`src/rtl/serial_adder.sv`:
```
// serial_adder: bit-serial two's-complement adder, one XOR full-adder
// slice plus a carry flop, LSB first, WIDTH cycles per operation.
//
// Ports:
//   clk    rising-edge clock
//   reset  synchronous, active-high
//   load   start request, sampled only in IDLE
//   inA    operand A, captured on the accepting edge
//   inB    operand B, captured on the accepting edge
//   sub    subtract select (only with SERIAL_ADDER_SUB_EN defined)
//   busy   high in RUN and DONE
//   done   one-cycle pulse, out/carry valid
//   out    result, held until the next DONE or reset
//   carry  carry out of the MSB, held with out
//
// Optional feature macro: SERIAL_ADDER_SUB_EN adds the sub port; the
// default build is add-only.
module serial_adder #(
  parameter int WIDTH = 16
) (
  input  logic             clk,
  input  logic             reset,
  input  logic             load,
  input  logic [WIDTH-1:0] inA,
  input  logic [WIDTH-1:0] inB,
`ifdef SERIAL_ADDER_SUB_EN
  input  logic             sub,
`endif
  output logic             busy,
  output logic             done,
  output logic [WIDTH-1:0] out,
  output logic             carry
);

  localparam int CW = $clog2(WIDTH);

  typedef enum logic [1:0] {
    IDLE,
    RUN,
    DONE
  } state_t;

  state_t           state;
  logic [WIDTH-1:0] sa;
  logic [WIDTH-1:0] sb;
  logic [WIDTH-1:0] r;
  logic [CW-1:0]    cnt;
  logic             c;

  logic             p;
  logic             s;
  logic             c_nxt;
  logic [WIDTH-1:0] r_nxt;
  logic             last;
  logic [WIDTH-1:0] b_ld;
  logic             c_ld;

  // Two XOR slices form the sum bit; p is reused as the propagate term.
  always_comb begin
    p     = sa[0] ^ sb[0];
    s     = p ^ c;
    c_nxt = (sa[0] & sb[0]) | (c & p);
    r_nxt = {s, r[WIDTH-1:1]};
    last  = (cnt == CW'(WIDTH - 1));
  end

`ifdef SERIAL_ADDER_SUB_EN
  // A - B = A + ~B + 1: invert B and seed the carry with 1.
  always_comb begin
    b_ld = sub ? ~inB : inB;
    c_ld = sub;
  end
`else
  always_comb begin
    b_ld = inB;
    c_ld = 1'b0;
  end
`endif

  always_ff @(posedge clk) begin
    if (reset) begin
      state <= IDLE;
      sa    <= '0;
      sb    <= '0;
      r     <= '0;
      cnt   <= '0;
      c     <= 1'b0;
      busy  <= 1'b0;
      done  <= 1'b0;
      out   <= '0;
      carry <= 1'b0;
    end else begin
      unique case (state)
        IDLE: begin
          if (load) begin
            sa    <= inA;
            sb    <= b_ld;
            c     <= c_ld;
            r     <= '0;
            cnt   <= '0;
            busy  <= 1'b1;
            state <= RUN;
          end
        end
        RUN: begin
          sa  <= sa >> 1;
          sb  <= sb >> 1;
          c   <= c_nxt;
          r   <= r_nxt;
          cnt <= cnt + 1'b1;
          if (last) begin
            out   <= r_nxt;
            carry <= c_nxt;
            done  <= 1'b1;
            state <= DONE;
          end
        end
        DONE: begin
          done  <= 1'b0;
          busy  <= 1'b0;
          state <= IDLE;
        end
        default: begin
          done  <= 1'b0;
          busy  <= 1'b0;
          state <= IDLE;
        end
      endcase
    end
  end

endmodule
```
`config.mk`:
```
export PLATFORM = sky130hd
export DESIGN_NAME = serial_adder
export DESIGN_NICKNAME = d
export VERILOG_FILES = /design/src/rtl/serial_adder.sv
export SDC_FILE = /design/constraint.sdc
export NUM_CORES = 1
export LEC_CHECK = 0
export ABC_AREA = 1
export CAP_MARGIN = 10
export CORE_MARGIN = 1.5
export CORE_UTILIZATION = 47
export DETAILED_ROUTE_END_ITERATION = 10
export GPL_TIMING_DRIVEN = 0
export MAX_ROUTING_LAYER = met4
export PLACE_DENSITY = 0.75
export SLEW_MARGIN = 30
export SYNTH_ARGS = -nofsm -noshare
export SYNTH_HDL_FRONTEND = slang
export SYNTH_SLANG_ARGS = --single-unit
```
`constraint.sdc`:
```
create_clock -name clk -period 1.36 [get_ports clk]
set_clock_uncertainty 0.1 [all_clocks]
set_input_delay 0.136 -clock clk [delete_from_list [all_inputs] [get_ports clk]]
set_output_delay 0.136 -clock clk [all_outputs]
set_load 0.02 [all_outputs]
```
Yosys cells after proc, flatten, opt, wreduce, memory -nomap -nowiden
Cells that the tools add are included.
{ "word_totals": {"memories": 0, "rom_bits": 0, "output_inout_bits": 19, "regBits": 74, "latch_bits": 0, "ram_bits": 0} }
{ "classes": {"div_mod_pow": 0, "n_addsub": 1, "n_bitwise": 7, "order_cmp": 0, "n_eq_ne": 4, "shift": 0, "reduce_logical": 7, "n_mux": 17, "mul": 0} }
{ "ops": {"columns": ["cell", "n"], "rows": [
  ["$pmux W16 S2", 3],
  ["$mux W16", 3],
  ["$reduce_and A2 Y1", 5],
  ["$pmux W4 S2", 1],
  ["$pmux W1 S2", 3],
  ["$add A4 B1 Y4 const B", 1],
  ["$eq A4 B4 Y1 const B", 1],
  ["$mux W2", 2],
  ["$mux W4", 1],
  ["$ne A2 B2 Y1 const B", 2],
  ["$pmux W2 S2", 1],
  ["$mux W1", 3],
  ["$and A1 B1 Y1", 2],
  ["$eq A2 B1 Y1 const B", 1],
  ["$logic_not A2 Y1", 1],
  ["$not A1 Y1", 2],
  ["$reduce_bool A2 Y1", 1],
  ["$xor A1 B1 Y1", 2],
  ["$or A1 B1 Y1", 1]
]} }

Depth between registers and ports, before layout
{ "depth": {"depth_word": 4, "ltp_mapped": 8, "ltp_nobuf": 6} }

Least setup slack after synthesis
OpenSTA, ideal clock, no wires.
{ "synth_path": {"path_type": "register -> register", "from": "register cnt[0]", "to": "register out[10]", "slack_ps": 61, "path_stages_with_launch": 8, "synth_period_minus_slack_ps": 1299, "arrival_ps": 1086, "t_required_ps": 1147, "n_path_buf": 1, "cell_sequence": "dfxtp_1 -> ha_1 -> nand3_1 -> nor2_1 -> buf_2 -> nand2_1 -> nand2_1 -> nor2_1"} }
{ "synth_between": {"elab_chain_len": 2} }
{ "synth_lines": {"columns": ["item", "line_no", "rtl"], "rows": [
  ["start: declaration", "47", "logic [CW-1:0] cnt;"],
  ["start signal: assignment", "110", "cnt <= cnt + 1'b1;"],
  ["$eq A4 B4 Y1", "64", "last = (cnt == CW'(WIDTH - 1));"],
  ["$reduce_and A2 Y1 (no line)", null, null],
  ["end signal: assignment", "112", "out <= r_nxt;"],
  ["end: declaration", "31", "output logic [WIDTH-1:0] out,"]
]} }
No other way between the ends.
A chain may end at the register's enable or synchronous reset.

Worst setup path in the final report
{ "layout_path": {"from": "register cnt[0]", "to": "register out[11]"} }
The elaborated chain is that of the path after synthesis.

==> metrics.md <==
| Metric | Value |
|---|---|
| Min Tclk post-route | `1330 ps` |
| Power density over the cells | `1090 nW/µm²` |
| Reg area | `between 1000 and 1500 µm²` |
| Data arrival time of the critical path | `between 1000 and 1500 ps` |
| Routed Antenna Nets | `0` |
| Setup_tns | `0 ps` |
| Met2 Use GR | `0.367` |
| Total track usage | `0.215` |
| Met3 usage | `0.0501` |
| Synthesized instance count | `between 400 and 500` |
| Crit path cell chain | `ha_4, nand3_4, nor2_4, buf_6, nand2_1, nand2_1, nor2_1` |
| Leak | `between 1.5 and 2 nW` |
| Violated checks | `negative hold slack` |
| Post-Layout Cell Count | `between 600 and 700` |
| Area delta synth->final | `33.2%` |
| WP data required | `1510 ps` |
| Cell taking the most area after synthesis | `dfxtp_1` |
| Hold path startpoint | `reset` |
| Cells after DPL | `roughly 600` |
| GPL Wtd Cong | `roughly 0.81` |
| Synth area leaders | `dfxtp_1, nand2_1, nor2_1` |
| Critical Path Stages | `7` |
| Unrepaired setup endpoints after global routing | `true` |
| Die ar. | `just over 7000 µm²` |
| Post-DP HPWL | `around 5 mm` |
| DIE WIDTH | `84.6 µm` |
| Cts hold-fix bufs | `1` |
| DR WL/cell | `around 12 µm` |
| Multi-input logic area | `around 1500 µm²` |
| Worst-case reg-to-reg path depth | `7` |
| Synth Warn # | `0` |
| Unique masters post-synth | `20` |
| DRC violations left | `0` |
| Via count | `between 3k and 4k` |
| Post-synthesis sequential area ratio | `0.467` |
| Final setup margin | `30.0 ps` |
| Register-to-register setup slack | `between 30 and 40 ps` |
| GR peak layer | `met2` |
| Vias in the first global route | `2790` |
| Hold Path Cell Cnt | `4` |
| Setup crit start kind | `register` |
| Buffer and inverter count on the worst path | `1` |
| Worst hold-check path type | `in -> reg` |
| Port bufs | `~50` |
| Met1 GRT Util | `0.250` |
| Pins Over Slew Limit | `0` |
| Root buf cell | `clkbuf_8` |
| Clock Path Buffers | `2` |
| Period utilization | `0.978` |
| Total of max-cap violations | `0` |
| Crit-path leading delay family | `simple AND/OR/NAND/NOR gates` |
| Total power | `0.00454 W` |
| Mapped Avg Cell Area | `between 6 and 7 µm²` |
| DRT Pass-1 Iters | `4` |
| Hold Path End | `done` |
| Least-Margin Pin Slew | `approximately 550 ps` |
| First-pass GRT wire length | `12.1 mm` |
| CTS tree | `done` |
| IO Pins | `54` |
| Relative slew slack | `0.637` |
| Most common cell on crit path | `nand2_1` |
| Sink Count | `73` |
| Clk Latency, worst-skew pair | `350 ps` |
| Congestion Overflow GR | `0` |
| Worst path max stage delay | `370 ps` |
| Crit path max fanout | `6` |
| CTS buffer count | `9` |
| Worst path slowest cell | `dfxtp_4` |
| Flops & latches, synth | `73` |
| Starting Density | `0.490` |
| Crit. End Element | `register` |
| Largest net degree at the start of global routing | `14` |
| Final antenna diode count | `0` |
| Clock-pin slew on the worst setup and hold paths | `roughly 80 ps` |
| Worst vdd ir | `938 µV` |
| CTS H-tree lvls | `3` |
| Layout fillers | `601` |
| F_max | `approximately 750 MHz` |
| Std-Cell Rows | `29` |
| Critical R2R Capture | `out[11]` |
| Status | `finished, violations left` |
| Die Ht | `approximately 85 µm` |
| Synth Net Count | `a little over 500` |
| Worst R2R Start | `cnt[0]` |
| Worst setup path class | `reg -> reg` |
| Post-Syn Area | `between 3000 and 4000 µm²` |
| Final Setup Violations | `0` |
| Core ar. | `around 6400 µm²` |
| Initial antenna violation count | `0` |
| Share of cells above drive strength 1 | `0.134` |
| WHS | `-35.5 ps` |
| Via density per instance | `a little under 5` |
| Layout net count | `about 580` |
| Yosys top cell area share | `0.467` |
| Place WS | `-152 ps` |
| Total Wirelength | `between 7 and 8 mm` |
| Initial DRC Count | `150` |
| Final hold violation count | `2` |
==> tightest hold or removal path, delay by kind of cell <==
family                 cells  cell delay (ps)
buffers and inverters      1              100
and+or+nand+nor            3              140
==> stage by stage <==
stage          instance area [µm²]  hold slack (ps)  utilization
6_report                      4170            -35.5        0.653
5_1_grt                       4170            -27.6        0.653
4_1_cts                       3950            -36.2        0.618
3_5_place_dp                  3740              247        0.585
3_3_place_gp                  3740              245        0.585
2_1_floorplan                 3130              139            -
==> how the worst max path moves through the flow <==
stage	from	to	slack [ps]
global placement	cnt[0]	out[14]	-120
detailed placement	state[1]	r[12]	-150
CTS	state[1]	sa[10]	-10
floorplan	cnt[0]	out[10]	60
finish	cnt[0]	out[11]	30
global route	cnt[0]	out[6]	-50
==> power breakdown <==
group / leakage [nW] / internal [W] / switching (W)
clock: 0.0863 / 0.000722 / 0.000822
combinational: 1.25 / 0.000317 / 0.000378
sequential: 0.598 / 0.00223 / 0.0000677
total: 1.93 / 0.00327 / 0.00127
==> layer usage <==
metal	up-vias	wire, µm	share of wire
li1	1565	-	-
met1	1368	3210	0.44
met2	84	3570	0.49
met3	15	344	0.047
met4	0	139	0.019
met5	-	0	0
==> synth_stat cells (all sizes together) <==
cell type  number
nand2         128
nor2          104
dfxtp          73
inv            52
nand3          43
o21ai          39
buf            20
clkbuf          5
a21oi           2
fa              1
ha              1
==> final cells by class <==
cell class | instances | area share
timing repair buffer | 59 | 0.135
tap | 77 | 0.0231
sequential | 73 | 0.354
clock buffer | 11 | 0.0339
inverter | 52 | 0.0486
buffer | 25 | 0.0474
clock inverter | 5 | 0.00901
multi-input combinational | 318 | 0.349
==> state kept, by name, indices dropped and copies added (netlist names) <==
| name | cells |
|---|---|
| sa | 16 |
| out | 16 |
| r | 15 |
| carry | 1 |
| sb | 16 |
| c | 1 |
| state | 2 |
| busy | 1 |
| cnt | 4 |
| done | 1 |
==> logic make-up after synthesis <==
| kind of cell | count (synthesis) | share of synthesized area |
|---|---|---|
| flip-flops | 73 | 0.467 |
| AO/OA/AOI/OAI | 41 | 0.0668 |
| buffers and inverters | 77 | 0.106 |
| AND/OR/NAND/NOR | 275 | 0.349 |
| adder cells (fa/ha/maj) | 2 | 0.0104 |
==> cells in the final DEF (no fill, tap or decap), types with 10 or more instances in the layout <==
| cell type | count |
|---|---|
| clkdlybuf4s50_1 | 32 |
| dfxtp_1 | 69 |
| o21ai_0 | 33 |
| dlygate4sd2_1 | 19 |
| nor2_1 | 97 |
| clkbuf_8 | 10 |
| nand2_1 | 112 |
| nand3_1 | 42 |
| nand2_2 | 12 |
| inv_1 | 49 |
==> repair_timing <==
action / CTS / global route
hold endpoints to repair: 6 / 2
pin swaps: 0 / 7
resized for setup: 36 / 54
setup endpoints to repair: 66 / 60
setup buffers: 0 / 5
gates cloned: 0 / 2
No activity file was read; power rests on OpenSTA's default activity.
